### config.mk
export PLATFORM = sky130hd
export DESIGN_NAME = adc_scan_sequencer
export DESIGN_NICKNAME = d
export VERILOG_FILES = /design/src/rtl/adc_scan_pkg.sv /design/src/rtl/next_ch_finder.sv /design/src/rtl/adc_scan_sequencer.sv
export SDC_FILE = /design/constraint.sdc
export NUM_CORES = 1
export LEC_CHECK = 0
export BUFFER_PORTS_ARGS = -buffer_cell sky130_fd_sc_hd__clkbuf_2
export CAP_MARGIN = 20
export CELL_PAD_IN_SITES_DETAIL_PLACEMENT = 1
export CELL_PAD_IN_SITES_GLOBAL_PLACEMENT = 2
export CORE_MARGIN = 2
export CORE_UTILIZATION = 34
export CTS_CLUSTER_SIZE = 20
export DETAILED_ROUTE_END_ITERATION = 7
export PLACE_DENSITY_LB_ADDON = 0.12
export SYNTH_ARGS = -nofsm -noshare
export SYNTH_HDL_FRONTEND = slang
export SYNTH_HIERARCHICAL = 1
export SYNTH_SLANG_ARGS = --single-unit
### constraint.sdc
create_clock -name clk -period 2.6 [get_ports clk]
set_input_delay 0.52 -clock clk [delete_from_list [all_inputs] [get_ports clk]]
set_output_delay 0.52 -clock clk [all_outputs]
set_load 0.01 [all_outputs]
### src/rtl/adc_scan_pkg.sv
`default_nettype none
// ============================================================================
//  Module      : adc_scan_pkg
//  Description : Shared definitions for the ADC scan sequencer: the default
//                parameter values, the FSM state encodings and a helper that
//                sizes the averaging accumulator.
//  Revision    : 1.0  initial release
// ============================================================================
package adc_scan_pkg;

  // Default configuration values
  localparam int c_DEF_NUM_CH   = 4;
  localparam int c_DEF_DATA_W   = 12;
  localparam int c_DEF_AVG_LOG2 = 2;
  localparam int c_DEF_TIMEOUT  = 64;

  // Sequencer states (explicit 3-bit encoding)
  localparam logic [2:0] c_ST_IDLE  = 3'd0;
  localparam logic [2:0] c_ST_ISSUE = 3'd1;
  localparam logic [2:0] c_ST_WAIT  = 3'd2;
  localparam logic [2:0] c_ST_ACCUM = 3'd3;
  localparam logic [2:0] c_ST_NEXT  = 3'd4;

  // The accumulator carries AVG_LOG2 extra bits so that summing
  // 2^AVG_LOG2 full-scale samples can never overflow.
  function automatic int acc_width(input int data_w, input int avg_log2);
    return data_w + avg_log2;
  endfunction

endpackage
`default_nettype wire

### src/rtl/next_ch_finder.sv
`default_nettype none
// ============================================================================
//  Module      : next_ch_finder
//  Description : Combinational priority encoder. Returns the lowest set bit
//                of mask, restricted to bits strictly above cur_idx unless
//                from_start is set (then the whole mask is searched).
//  Ports       : mask       - channel enable mask
//                cur_idx    - current channel index
//                from_start - search from bit 0 instead of above cur_idx
//                next_idx   - index of the channel found (0 if none)
//                found      - a qualifying bit exists
//  Revision    : 1.0  initial release
// ============================================================================
module next_ch_finder #(
  parameter int NUM_CH = 4,
  parameter int CH_W   = 2
) (
  input  logic [NUM_CH-1:0] mask,
  input  logic [CH_W-1:0]   cur_idx,
  input  logic              from_start,
  output logic [CH_W-1:0]   next_idx,
  output logic              found
);

  // Scanning downwards lets the lowest qualifying bit overwrite any higher one.
  always_comb begin
    next_idx = '0;
    found    = 1'b0;
    for (int i = NUM_CH - 1; i >= 0; i--) begin
      if (mask[i] && (from_start || (i > int'(cur_idx)))) begin
        next_idx = CH_W'(i);
        found    = 1'b1;
      end
    end
  end

endmodule
`default_nettype wire

### src/rtl/adc_scan_sequencer.sv
`default_nettype none
// ============================================================================
//  Module      : adc_scan_sequencer
//  Description : On each sample tick, walks the enabled ADC channels in
//                ascending order. It requests 2^AVG_LOG2 conversions per
//                channel from the SPI engine, averages them and publishes the
//                result. Each conversion is abandoned after TIMEOUT cycles
//                without spi_done.
//  Ports       : clk/rst_n          - clock, async active-low reset
//                ena, sample_tick   - enable and scan trigger
//                ch_mask            - channels to scan (latched per scan)
//                spi_start/spi_ch   - conversion request to SPI engine
//                spi_done/spi_data  - conversion result from SPI engine
//                result_*           - averaged-result publish strobe
//                rd_ch/rd_data      - combinational result read port
//                busy, scan_done    - status
//                timeout_err, overrun_err, err_clr - sticky error flags
//  Revision    : 1.0  initial release
// ============================================================================
module adc_scan_sequencer
  import adc_scan_pkg::*;
#(
  parameter int NUM_CH   = c_DEF_NUM_CH,
  parameter int CH_W     = $clog2(NUM_CH),
  parameter int DATA_W   = c_DEF_DATA_W,
  parameter int AVG_LOG2 = c_DEF_AVG_LOG2,
  parameter int TIMEOUT  = c_DEF_TIMEOUT
) (
  input  logic              clk,
  input  logic              rst_n,
  input  logic              ena,
  input  logic              sample_tick,
  input  logic [NUM_CH-1:0] ch_mask,
  output logic              spi_start,
  output logic [CH_W-1:0]   spi_ch,
  input  logic              spi_done,
  input  logic [DATA_W-1:0] spi_data,
  output logic              result_valid,
  output logic [CH_W-1:0]   result_ch,
  output logic [DATA_W-1:0] result_data,
  input  logic [CH_W-1:0]   rd_ch,
  output logic [DATA_W-1:0] rd_data,
  output logic              busy,
  output logic              scan_done,
  output logic              timeout_err,
  output logic              overrun_err,
  input  logic              err_clr
);

  localparam int c_ACC_W = acc_width(DATA_W, AVG_LOG2);
  localparam int c_CNT_W = AVG_LOG2 + 1;
  localparam int c_TMR_W = $clog2(TIMEOUT) + 1;
  localparam logic [c_CNT_W-1:0] c_CNT_LAST = c_CNT_W'((1 << AVG_LOG2) - 1);
  localparam logic [c_TMR_W-1:0] c_TMR_LAST = c_TMR_W'(TIMEOUT - 1);

  logic [2:0]         r_state;
  logic [NUM_CH-1:0]  r_mask;
  logic [CH_W-1:0]    r_ch_idx;
  logic [c_ACC_W-1:0] r_acc;
  logic [c_CNT_W-1:0] r_cnt;
  logic [c_TMR_W-1:0] r_timer;
  logic [DATA_W-1:0]  r_sample;
  logic               r_abort;
  logic               r_timeout_err;
  logic               r_overrun_err;
  logic [DATA_W-1:0]  r_result [NUM_CH];

  logic [NUM_CH-1:0]  w_find_mask;
  logic               w_from_start;
  logic [CH_W-1:0]    w_next_idx;
  logic               w_found;
  logic               w_abort;
  logic [c_ACC_W-1:0] w_acc_sum;
  logic [DATA_W-1:0]  w_avg;
  logic               w_last;
  logic               w_publish;
  logic               w_timeout;

  // One encoder serves both the scan start (full live mask from bit 0)
  // and the step to the next channel (latched mask, above current index).
  assign w_from_start = (r_state == c_ST_IDLE);
  assign w_find_mask  = w_from_start ? ch_mask : r_mask;

  next_ch_finder #(
    .NUM_CH (NUM_CH),
    .CH_W   (CH_W)
  ) u_next_ch_finder (
    .mask       (w_find_mask),
    .cur_idx    (r_ch_idx),
    .from_start (w_from_start),
    .next_idx   (w_next_idx),
    .found      (w_found)
  );

  // Once ena drops mid-scan the scan is abandoned even if ena returns
  // before the in-flight conversion finishes.
  assign w_abort   = r_abort | ~ena;
  assign w_acc_sum = r_acc + c_ACC_W'(r_sample);
  // Dropping the low AVG_LOG2 bits is the truncating divide.
  assign w_avg     = w_acc_sum[c_ACC_W-1:AVG_LOG2];
  assign w_last    = (r_cnt == c_CNT_LAST);
  assign w_publish = (r_state == c_ST_ACCUM) && w_last && !w_abort;
  assign w_timeout = (r_state == c_ST_WAIT) && !spi_done && (r_timer == c_TMR_LAST);

  always_ff @(posedge clk or negedge rst_n) begin
    if (!rst_n) begin
      r_state  <= c_ST_IDLE;
      r_mask   <= '0;
      r_ch_idx <= '0;
      r_acc    <= '0;
      r_cnt    <= '0;
      r_timer  <= '0;
      r_sample <= '0;
    end else begin
      case (r_state)
        c_ST_IDLE: begin
          if (sample_tick && ena && w_found) begin
            r_mask   <= ch_mask;
            r_ch_idx <= w_next_idx;
            r_acc    <= '0;
            r_cnt    <= '0;
            r_state  <= c_ST_ISSUE;
          end
        end
        c_ST_ISSUE: begin
          r_timer <= '0;
          r_state <= w_abort ? c_ST_IDLE : c_ST_WAIT;
        end
        c_ST_WAIT: begin
          if (spi_done) begin
            r_sample <= spi_data;
            r_state  <= w_abort ? c_ST_IDLE : c_ST_ACCUM;
          end else if (r_timer == c_TMR_LAST) begin
            // Partial accumulation is discarded when NEXT reloads acc/count.
            r_state <= w_abort ? c_ST_IDLE : c_ST_NEXT;
          end else begin
            r_timer <= r_timer + 1'b1;
          end
        end
        c_ST_ACCUM: begin
          r_acc <= w_acc_sum;
          if (w_abort) begin
            r_state <= c_ST_IDLE;
          end else if (w_last) begin
            r_state <= c_ST_NEXT;
          end else begin
            r_cnt   <= r_cnt + 1'b1;
            r_state <= c_ST_ISSUE;
          end
        end
        c_ST_NEXT: begin
          if (w_abort) begin
            r_state <= c_ST_IDLE;
          end else if (w_found) begin
            r_ch_idx <= w_next_idx;
            r_acc    <= '0;
            r_cnt    <= '0;
            r_state  <= c_ST_ISSUE;
          end else begin
            r_state <= c_ST_IDLE;
          end
        end
        default: r_state <= c_ST_IDLE;
      endcase
    end
  end

  always_ff @(posedge clk or negedge rst_n) begin
    if (!rst_n) begin
      r_abort <= 1'b0;
    end else if (r_state == c_ST_IDLE) begin
      r_abort <= 1'b0;
    end else if (!ena) begin
      r_abort <= 1'b1;
    end
  end

  // Sticky error flags; a set in the same cycle as err_clr wins.
  always_ff @(posedge clk or negedge rst_n) begin
    if (!rst_n) begin
      r_timeout_err <= 1'b0;
      r_overrun_err <= 1'b0;
    end else begin
      if (w_timeout) begin
        r_timeout_err <= 1'b1;
      end else if (err_clr) begin
        r_timeout_err <= 1'b0;
      end
      if (sample_tick && (r_state != c_ST_IDLE)) begin
        r_overrun_err <= 1'b1;
      end else if (err_clr) begin
        r_overrun_err <= 1'b0;
      end
    end
  end

  for (genvar g = 0; g < NUM_CH; g++) begin : g_result_reg
    always_ff @(posedge clk or negedge rst_n) begin
      if (!rst_n) begin
        r_result[g] <= '0;
      end else if (w_publish && (r_ch_idx == CH_W'(g))) begin
        r_result[g] <= w_avg;
      end
    end
  end

  // Outputs are state decodes so an async reset clears them at once.
  assign spi_start    = (r_state == c_ST_ISSUE) && !w_abort;
  assign spi_ch       = r_ch_idx;
  assign result_valid = w_publish;
  assign result_ch    = w_publish ? r_ch_idx : '0;
  assign result_data  = w_publish ? w_avg : '0;
  assign busy         = (r_state != c_ST_IDLE);
  assign scan_done    = (r_state == c_ST_NEXT) && !w_abort && !w_found;
  assign timeout_err  = r_timeout_err;
  assign overrun_err  = r_overrun_err;
  assign rd_data      = (int'(rd_ch) < NUM_CH) ? r_result[rd_ch] : '0;

endmodule
`default_nettype wire

==> summary.txt <==
Run status
  – Status: complete, but fails checks
  – Failing checks: setup timing

Place
  – Placed cells: 740
  – Post-DP HPWL: 9.43 mm
  – Area post-placement: 0.00567 mm²
  – Routability congestion estimate: 0.798
  – Input/output buffers: 57

Logic synthesis
  – Fraction of registers with async set/reset: 1.00
  – Sequential element share of the synthesized area: 0.496
  – Synthesized area: 0.00485 mm²
  – Cell count after synthesis: 476
  – Largest family of logic cells by synthesized area: simple AND/OR/NAND/NOR gates
  – Synth Area per Inst: 10.2 µm²
  – Post-synthesis mux area share: 0.115
  – Register bit total from synthesis: 96
  – Synth Area in Compound Gates: 0.137
  – Syn Nets: 516
  – Synth Warn #: 6
  – Post-synthesis cell type count: 48
  – Synth Flop Type: dfrtp_1
  – Synth Area in Adders: 0.0429
  – Post-synth EDFFs: 0
  – Xor and xnor area share after synthesis: 0.0271
  – Share of synthesized cell area in and, or, nand and nor gates: 0.155

Timing
  – Fmax: 335 MHz
  – Final Cycle Share: 1.15
  – Setup Skew: 0.00730 ns
  – Fin. Hold Viols: 0
  – Least-Margin Pin Slew: 0.499 ns
  – Min Hold Slack: 0.126 ns
  – Final setup viols: 10
  – Final worst slack: -0.387 ns
  – RSZ-0062 raised after global routing: yes
  – Post-route minimum period: 2.99 ns
  – Max transition margin: 0.663
  – Final Max Slew Viols: 0

Final layout
  – Layout cells sized above 1: 0.389
  – Nets: 634
  – Most frequent cells in the layout: dfrtp_1 (96), nand2_1 (79), buf_4 (70), o21ai_0 (58), clkbuf_2 (47)
  – Most common cell after layout, fill and taps aside: dfrtp_1
  – Area grow syn2layout: 32.7%
  – Final Cell Area: 0.00643 mm²
  – Diodes inserted: 0
  – Non-filler cells, final: 779

Global routing
  – Initial antenna violation count: 0
  – Global-route wire length before repair: 21.4 mm
  – Vias in the first global route: 4132
  – Total GRT Usage: 0.184
  – Total grt overflow: 0
  – Pin count of the biggest net entering global routing: 62

CTS
  – H-tree lvl count: 3
  – Clock Tree Root: clkbuf_16
  – CTS tree: done
  – Worst-skew pair later-pin latency: 0.35 ns
  – # clock sinks: 96
  – Hold-fix buffers, CTS: 0
  – Clock buffer count from CTS: 9
  – Clock-pin transition on the worst setup and hold timing paths: 0.07 ns
  – Clock tree buffer depth: 2

Worst setup path
  – Crit path kind: reg2out
  – Worst EP arrival: 2.47 ns
  – Worst-path maximum fanout: 2
  – Crit. End Element: output port
  – Critical path startpoint category: register
  – Worst endpoint required time: 2.08 ns

Die
  – Floorplan core area: 0.0139 mm²
  – Chip height: 123 µm
  – DIE WIDTH: 123 µm
  – Die area: 0.0152 mm²
  – Row cnt: 43
  – Starting Density: 0.349
  – I/O pin total: 58

Detailed routing
  – Routed len/inst: 17.1 µm
  – DR iter-0 viols: 129
  – Post-route ant nets: 0
  – Via count: 3947
  – DR vias/cell: 5.07
  – DR DRC count: 0
  – TritonRoute pass-1 iters: 5
  – DRT Wirelength: 13.3 mm

Pwr
  – Pwr dens: 998 mW/mm²
  – Max VDD drop: 0.453 mV
  – Leakage: 3.03 nW
  – Tot Pwr: 0.00642 W

Run
  – Max-cap viol count: 0

Worst hold path
  – Worst min path class: in2async
[per-layer routing]
metal | global-route usage | wire [µm]
met1 | 0.257 | 6420
met2 | 0.290 | 6360
met3 | 0.0300 | 328
met4 | 0.0618 | 199
met5 | 0 | 0
[cell usage after synthesis (7+ instances only)]
master,n,share of area
dfrtp_1,96,0.50
nand2_1,85,0.066
o21ai_0,63,0.065
nor2_1,34,0.026
mux2_2,23,0.053
a21oi_1,17,0.018
clkbuf_1,15,0.012
ha_1,15,0.039
mux4_2,12,0.056
xor2_1,11,0.020
inv_1,8,0.0062
nand3_1,7,0.0072
[where the power goes]
| group | total, W | internal (W) | switching, W |
|---|---|---|---|
| clock | 0.00136 | 0.000748 | 0.000613 |
| combinational | 0.00312 | 0.00153 | 0.00159 |
| sequential | 0.00194 | 0.00172 | 0.000212 |
[flip-flops by register name, indices dropped and copies added (netlist names), 2 cells and up]
| name | cells |
|---|---|
| r_acc | 14 |
| spi_ch | 2 |
| r_sample | 12 |
| r_timer | 7 |
| r_result | 48 |
| r_state | 3 |
| r_cnt | 3 |
| r_mask | 4 |
[through the flow]
| step | setup WS (ns) | util | TNS [ns] |
|---|---|---|---|
| after floorplan | 0.0317 | - | 0 |
| after global placement | -0.223 | 0.409 | -0.762 |
| after detailed placement | -0.257 | 0.409 | -0.949 |
| after CTS | -0.382 | 0.446 | -2.62 |
| after global routing | -0.489 | 0.463 | -3.90 |
| final | -0.387 | 0.463 | -2.55 |
[path summary, 6_finish.rpt]
path | start | endpoint | slack, ns | cells after the start
setup / recovery | r_acc[0] | result_data[2] | -0.39 | 10
hold / removal | rst_n | r_mask[2] | 0.13 | 1
setup reg to reg | r_acc[1] | r_result[41] | 0.12 | 12
hold reg to reg | r_result[34] | r_result[34] | 0.48 | 2
max in group asynchronous | rst_n | r_sample[8] | 1.78 | 2
min in group clk | err_clr | overrun_err | 0.37 | 2
[repair_timing]
action	4_1_cts	5_1_grt
gates cloned	0	0
gates resized for setup	29	40
pin swaps	20	23
buffers inserted	14	13
setup endpoints to repair	13	35
[area by class of cell]
cell class / instances / area (µm²)
clock buffers: 9 / 225
clock inverters: 7 / 71.3
fillers: 1574 / 7450
flip-flops and latches: 96 / 2400
well taps: 180 / 225
inverters: 9 / 36.3
repair buffers: 129 / 857
multi-input cells: 349 / 2610
[worst max-delay path, stage by stage (launching register included)]
cell	delay, ns
dfrtp_1	0.39
ha_2	0.20
fa_2	0.37
buf_4	0.15
buf_4	0.13
buf_6	0.12
a21o_1	0.18
a21oi_2	0.17
xor2_2	0.20
nor2_1	0.07
buf_2	0.15
[logic make-up after synthesis]
logic type / after synthesis
adder cells (fa/ha/maj): 16
AND/OR/NAND/NOR: 166
XOR/XNOR: 15
flip-flops: 96
AO/OA/AOI/OAI: 114
multiplexers: 38
buffers and inverters: 31
(Power assumes the default switching activity.)
